$ cat config.mk
export PLATFORM = sky130hd
export DESIGN_NAME = lsu
export DESIGN_NICKNAME = d
export VERILOG_FILES = /design/src/rtl/risc_pkg.sv /design/src/rtl/lsu_align.sv /design/src/rtl/lsu.sv
export SDC_FILE = /design/constraint.sdc
export NUM_CORES = 1
export LEC_CHECK = 0
export ABC_AREA = 0
export CORE_MARGIN = 5
export CORE_UTILIZATION = 25
export CTS_CLUSTER_DIAMETER = 120
export DETAILED_ROUTE_END_ITERATION = 12
export GPL_TIMING_DRIVEN = 0
export SYNTH_ARGS = -nofsm -noshare
export SYNTH_HDL_FRONTEND = slang
export SYNTH_SLANG_ARGS = --single-unit
export TNS_END_PERCENT = 50
$ cat constraint.sdc
create_clock -name clk -period 4.8 [get_ports clk]
set_clock_uncertainty 0.1 [all_clocks]
set_input_delay 0.48 -clock clk [delete_from_list [all_inputs] [get_ports clk]]
set_output_delay 0.48 -clock clk [all_outputs]
set_load 0.03 [all_outputs]
$ cat src/rtl/risc_pkg.sv
// risc_pkg: shared definitions for the load/store unit.
//   - funct3 size/sign op codes (OP_B, OP_H, OP_W, OP_BU, OP_HU)
//   - data width and byte-lane constants
//   - LSU FSM state encoding
//   - request error decode helper
package risc_pkg;

    localparam int DW_C      = 32;
    localparam int LANES_C   = DW_C / 8;

    localparam logic [2:0] OP_B  = 3'b000;
    localparam logic [2:0] OP_H  = 3'b001;
    localparam logic [2:0] OP_W  = 3'b010;
    localparam logic [2:0] OP_BU = 3'b100;
    localparam logic [2:0] OP_HU = 3'b101;

    typedef enum logic [2:0] {
        ST_IDLE   = 3'd0,
        ST_LOAD   = 3'd1,
        ST_RMW_RD = 3'd2,
        ST_WRITE  = 3'd3,
        ST_RESP   = 3'd4
    } lsu_state_e;

    // A request is rejected when its op is undefined, when a store asks for
    // an unsigned size (meaningless for stores), or when the access does not
    // sit on its natural alignment.
    function automatic logic lsu_req_err(input logic we, input logic [2:0] op,
                                         input logic [1:0] off);
        logic err;
        case (op)
            OP_B:    err = 1'b0;
            OP_H:    err = off[0];
            OP_W:    err = (off != 2'b00);
            OP_BU:   err = we;
            OP_HU:   err = we | off[0];
            default: err = 1'b1;
        endcase
        return err;
    endfunction

endpackage

$ cat src/rtl/lsu_align.sv
// lsu_align: combinational lane steering for the load/store unit.
// Ports:
//   word_i       - word read from data memory
//   wdata_i      - right-justified store data
//   off_i        - byte offset within the word (addr[1:0])
//   op_i         - funct3 size/sign op
//   load_val_o   - addressed lane(s) extracted and sign/zero extended
//   store_word_o - word_i with addressed lane(s) replaced by wdata_i
//                  (whole wdata_i for word ops)
module lsu_align
    import risc_pkg::*;
(
    input  logic [DW_C-1:0] word_i,
    input  logic [DW_C-1:0] wdata_i,
    input  logic [1:0]      off_i,
    input  logic [2:0]      op_i,
    output logic [DW_C-1:0] load_val_o,
    output logic [DW_C-1:0] store_word_o
);

    logic [7:0]  sel_byte;
    logic [15:0] sel_half;

    always_comb begin
        sel_byte = word_i[8*off_i +: 8];
        // Halfword ops are only legal with off_i[0] = 0, so off_i[1] picks the half.
        sel_half = off_i[1] ? word_i[31:16] : word_i[15:0];

        case (op_i)
            OP_B:    load_val_o = {{24{sel_byte[7]}}, sel_byte};
            OP_BU:   load_val_o = {24'h0, sel_byte};
            OP_H:    load_val_o = {{16{sel_half[15]}}, sel_half};
            OP_HU:   load_val_o = {16'h0, sel_half};
            default: load_val_o = word_i;
        endcase
    end

    always_comb begin
        store_word_o = word_i;
        case (op_i)
            OP_B: store_word_o[8*off_i +: 8] = wdata_i[7:0];
            OP_H: begin
                if (off_i[1]) store_word_o[31:16] = wdata_i[15:0];
                else          store_word_o[15:0]  = wdata_i[15:0];
            end
            default: store_word_o = wdata_i;
        endcase
    end

endmodule

$ cat src/rtl/lsu.sv
// lsu: load/store unit in front of the word-wide data memory dm.
// Takes one request at a time, turns byte address + size into a word access,
// runs sub-word stores as read-modify-write and returns extended load data.
// Ports:
//   clk, rst_n             - clock, asynchronous active-low reset
//   req_valid/req_ready    - request handshake
//   req_we/op/addr/wdata   - request fields
//   rsp_valid/rdata/err    - one-cycle completion pulse with result
//   dm_add/dm_data_in/dm_wen/dm_data_out - data memory port
//
// Handshake: a request transfers on a rising edge where req_valid and
// req_ready are both 1. req_ready is 1 only in IDLE; req_valid outside IDLE
// is ignored. rsp_valid is a single-cycle pulse with no backpressure, and
// rsp_rdata/rsp_err are meaningful only while it is high (0 otherwise).
module lsu
    import risc_pkg::*;
#(
    parameter int AW = 32,
    parameter int DW = 32
) (
    input  logic          clk,
    input  logic          rst_n,
    input  logic          req_valid,
    output logic          req_ready,
    input  logic          req_we,
    input  logic [2:0]    req_op,
    input  logic [AW-1:0] req_addr,
    input  logic [DW-1:0] req_wdata,
    output logic          rsp_valid,
    output logic [DW-1:0] rsp_rdata,
    output logic          rsp_err,
    output logic [31:0]   dm_add,
    output logic [31:0]   dm_data_in,
    output logic          dm_wen,
    input  logic [31:0]   dm_data_out
);

    lsu_state_e    state_q, state_d;
    logic [AW-1:0] addr_q;
    logic [2:0]    op_q;
    logic [DW-1:0] wdata_q;
    logic [DW-1:0] merge_q;
    logic [DW-1:0] rdata_q;
    logic          err_q;

    logic          accept;
    logic          req_err;
    logic [DW-1:0] load_val;
    logic [DW-1:0] store_word;

    assign accept  = req_valid & (state_q == ST_IDLE);
    assign req_err = lsu_req_err(req_we, req_op, req_addr[1:0]);

    lsu_align u_align (
        .word_i       (dm_data_out),
        .wdata_i      (wdata_q),
        .off_i        (addr_q[1:0]),
        .op_i         (op_q),
        .load_val_o   (load_val),
        .store_word_o (store_word)
    );

    // State register
    always_ff @(posedge clk or negedge rst_n) begin
        if (!rst_n) state_q <= ST_IDLE;
        else        state_q <= state_d;
    end

    // Next-state logic
    always_comb begin
        state_d = state_q;
        case (state_q)
            ST_IDLE: begin
                if (accept) begin
                    if (req_err)             state_d = ST_RESP;
                    else if (!req_we)        state_d = ST_LOAD;
                    else if (req_op == OP_W) state_d = ST_WRITE;
                    else                     state_d = ST_RMW_RD;
                end
            end
            ST_LOAD:   state_d = ST_RESP;
            ST_RMW_RD: state_d = ST_WRITE;
            ST_WRITE:  state_d = ST_RESP;
            ST_RESP:   state_d = ST_IDLE;
            default:   state_d = ST_IDLE;
        endcase
    end

    // Outputs, all decoded from registered state so dm_wen cannot glitch.
    always_comb begin
        req_ready = (state_q == ST_IDLE);
        rsp_valid = (state_q == ST_RESP);
        dm_wen    = (state_q == ST_WRITE);
        rsp_rdata = rsp_valid ? rdata_q : '0;
        rsp_err   = rsp_valid & err_q;
        // In IDLE the incoming address is presented so dm reads are ready early.
        dm_add    = (state_q == ST_IDLE) ? 32'(req_addr[AW-1:2]) : 32'(addr_q[AW-1:2]);
        dm_data_in = merge_q;
    end

    // Datapath registers
    always_ff @(posedge clk or negedge rst_n) begin
        if (!rst_n) begin
            addr_q  <= '0;
            op_q    <= OP_B;
            wdata_q <= '0;
            merge_q <= '0;
            rdata_q <= '0;
            err_q   <= 1'b0;
        end else begin
            case (state_q)
                ST_IDLE: begin
                    if (accept) begin
                        addr_q  <= req_addr;
                        op_q    <= req_op;
                        wdata_q <= req_wdata;
                        // Full-word stores skip the read; sub-word stores
                        // overwrite this in RMW_RD.
                        merge_q <= req_wdata;
                        rdata_q <= '0;
                        err_q   <= req_err;
                    end
                end
                ST_LOAD:   rdata_q <= load_val;
                ST_RMW_RD: merge_q <= store_word;
                default: ;
            endcase
        end
    end

endmodule

==> results.yml <==
floorplan:
  die_w_um: 181
  io-pin-count: 203
  die_area_mm2: 0.0329
  core-area_mm2: 0.0289
  die_y_um: 181
  rows: 62
  start_util: 0.255
clock_network:
  htreeDepth: 4
  cts.hold.buffers_added: 1
  ctsRootBufferMaster: "clkbuf_16"
  post_cts_resized: 0
  cts.path.max_buffers: 2
  clkSinkCount: 135
  numCtsBuffers: 17
  cts_tree: "built"
  clk_latency_ns: 0.43
  cts_setup_buffers: 0
  clkTransAtPathRegs_ns: 0.06
finish:
  finalCoreUtilization: 0.364
  nets: 1076
  final_cell_mix: "nand2_1 (218), clkdlybuf4s50_1 (199), dfrtp_1 (135)"
  drive_gt1_frac: 0.144
  mostFrequentLayoutCell: "nand2_1"
  final_cell_area_mm2: 0.0105
  area_growth_syn_to_layout_pct: 43.0
yosys:
  synthFlopType: "dfrtp_1"
  synthArstFlopShare: 1.00
  synthCells: 746
  synth_seq_cells: 135
  synth_area_mm2: 0.00735
  yosysUniqueCellTypes: 43
  synth_edf_count: 0
  avgSynthCellArea_um2: 9.86
  seq_area_frac_synth: 0.459
  ys_warn_count: 0
global_routing:
  use_met1: 0.224
  grt_pass1_wl_mm: 42.5
  grt_pass1_vias: 6821
  grt_max_degree: 82
  antenna_found_initial: 1
  grt.overflow.total: 0
  grtUsageMet3: 0.0398
  grt_busiest_layer: "met2"
  grtUsageMet2: 0.261
  track_usage: 0.165
setup_path:
  cp-start-kind: "flop"
  cp-end-kind: "output pin"
  crit_fanout: 10
  path_class: "flop to output pin"
  cp.arrival_ns: 3.08
  cp.required_ns: 4.22
detailed_routing:
  drt-wirelength-per-cell_um: 20.5
  postRouteAntennaNets: 0
  firstDrtPassIters: 5
  via_per_inst: 5.00
  vias: 6826
  wl_mm: 28.0
  drc: 0
  drt_iter0_markers: 599
timing:
  tightest_slew_ns: 1.07
  fin_crit_sh: 0.763
  fmax_ghz: 0.273
  timing_hold_violations_final: 0
  fin_crit_ns: 3.66
  fin_tns_setup_ns: 0
  setup_violations: 0
  max_slew_margin: 0.285
  rsz0062_at_grt: "false"
  final_max_slew_viol_count: 0
place:
  io_buffers: 200
  gp_congestion: 0.885
  place_area_mm2: 0.00987
  dp_hpwl_mm: 21.2
power:
  p_leak_nw: 4.49
  ir_worst_vdd_v: 0.000328
  power-per-cell-area_mw_per_mm2: 720
  total_power_mw: 7.57
job:
  cap_violations: 0
hold_path:
  hold_class: "flop to flop"
run_status:
  outcome: "finished, final reports clean"
==> cell type report <==
type	count	area (um2)
clock inverters	11	171
inverters	8	30.0
flip-flops and latches	135	3380
clock buffers	21	460
diodes	1	2.50
well taps	384	480
multi-input cells	541	3620
fillers	3002	18300
plain buffers	63	325
repair buffers	202	2040
==> registers in the layout (all words and copies together) (netlist names) <==
name	cells
op_q	3
wdata_q	32
addr_q	32
err_q	1
rdata_q	32
dm_data_in	32
state_q	3
==> cell families after synthesis <==
group           after synthesis  synth area share
simple gates                304             0.184
compound gates              171             0.195
flops                       135             0.459
buf+inv                      71            0.0483
mux                          59             0.104
fa+ha+maj                     5           0.00851
other cells                   1          0.000510
==> per-stage QoR <==
step	setup WS, ns	instances	hold slack [ns]
4_1_cts	0.882	1365	0.374
3_3_place_gp	-2.49	1331	0.355
5_1_grt	0.916	1366	0.399
3_5_place_dp	1.35	1332	0.359
2_1_floorplan	2.33	747	0.0844
6_report	1.14	1366	0.372
==> metal layers <==
metal / vias up / wire length [um]
li1: 3162 / -
met1: 3370 / 12600
met2: 251 / 13000
met3: 43 / 1740
met4: 0 / 674
met5: - / 0
==> power breakdown <==
part / internal [mW] / leakage [nW] / switching, mW
combinational: 1.74 / 2.49 / 2.40
clock: 0.899 / 0.304 / 0.532
sequential: 1.63 / 1.70 / 0.373
total: 4.26 / 4.49 / 3.30
==> synth_stat cells (7+ instances only) <==
library cell | count | area (um2)
a31oi_1 | 11 | 68.8
a221oi_1 | 14 | 123
dfrtp_1 | 135 | 3380
clkbuf_1 | 28 | 105
buf_2 | 23 | 115
o221ai_1 | 8 | 70.1
a22o_1 | 20 | 175
nor3_1 | 29 | 145
o21ai_0 | 20 | 100
and2_1 | 34 | 213
o22a_1 | 8 | 70.1
o22ai_1 | 16 | 100
nor2_1 | 7 | 26.3
a221oi_2 | 10 | 150
a221o_1 | 41 | 410
inv_1 | 8 | 30.0
buf_4 | 8 | 60.1
mux2_2 | 50 | 563
mux4_2 | 8 | 180
nand2_1 | 218 | 818
a21oi_1 | 9 | 45.0
==> path summary, 6_finish.rpt <==
path                            slack (ns)        from             end  depth (start not counted)
worst min register to register        0.37  addr_q[17]      addr_q[17]                          2
worst max register to register        1.64   addr_q[1]  dm_data_in[20]                          9
min in group asynchronous             0.48       rst_n  dm_data_in[26]                          2
worst min-delay path                  0.37  addr_q[17]      addr_q[17]                          2
worst max-delay path                  1.14  state_q[1]   rsp_rdata[29]                          5
max in group asynchronous             3.31       rst_n       addr_q[9]                          3
==> worst max-delay path, stage by stage (launching register included) <==
cell,delay (ns)
dfrtp_1,0.36
buf_2,0.18
nor3b_1,0.89
clkbuf_1,0.36
and2_1,0.20
clkdlybuf4s50_1,0.67
(Power assumes the default switching activity.)
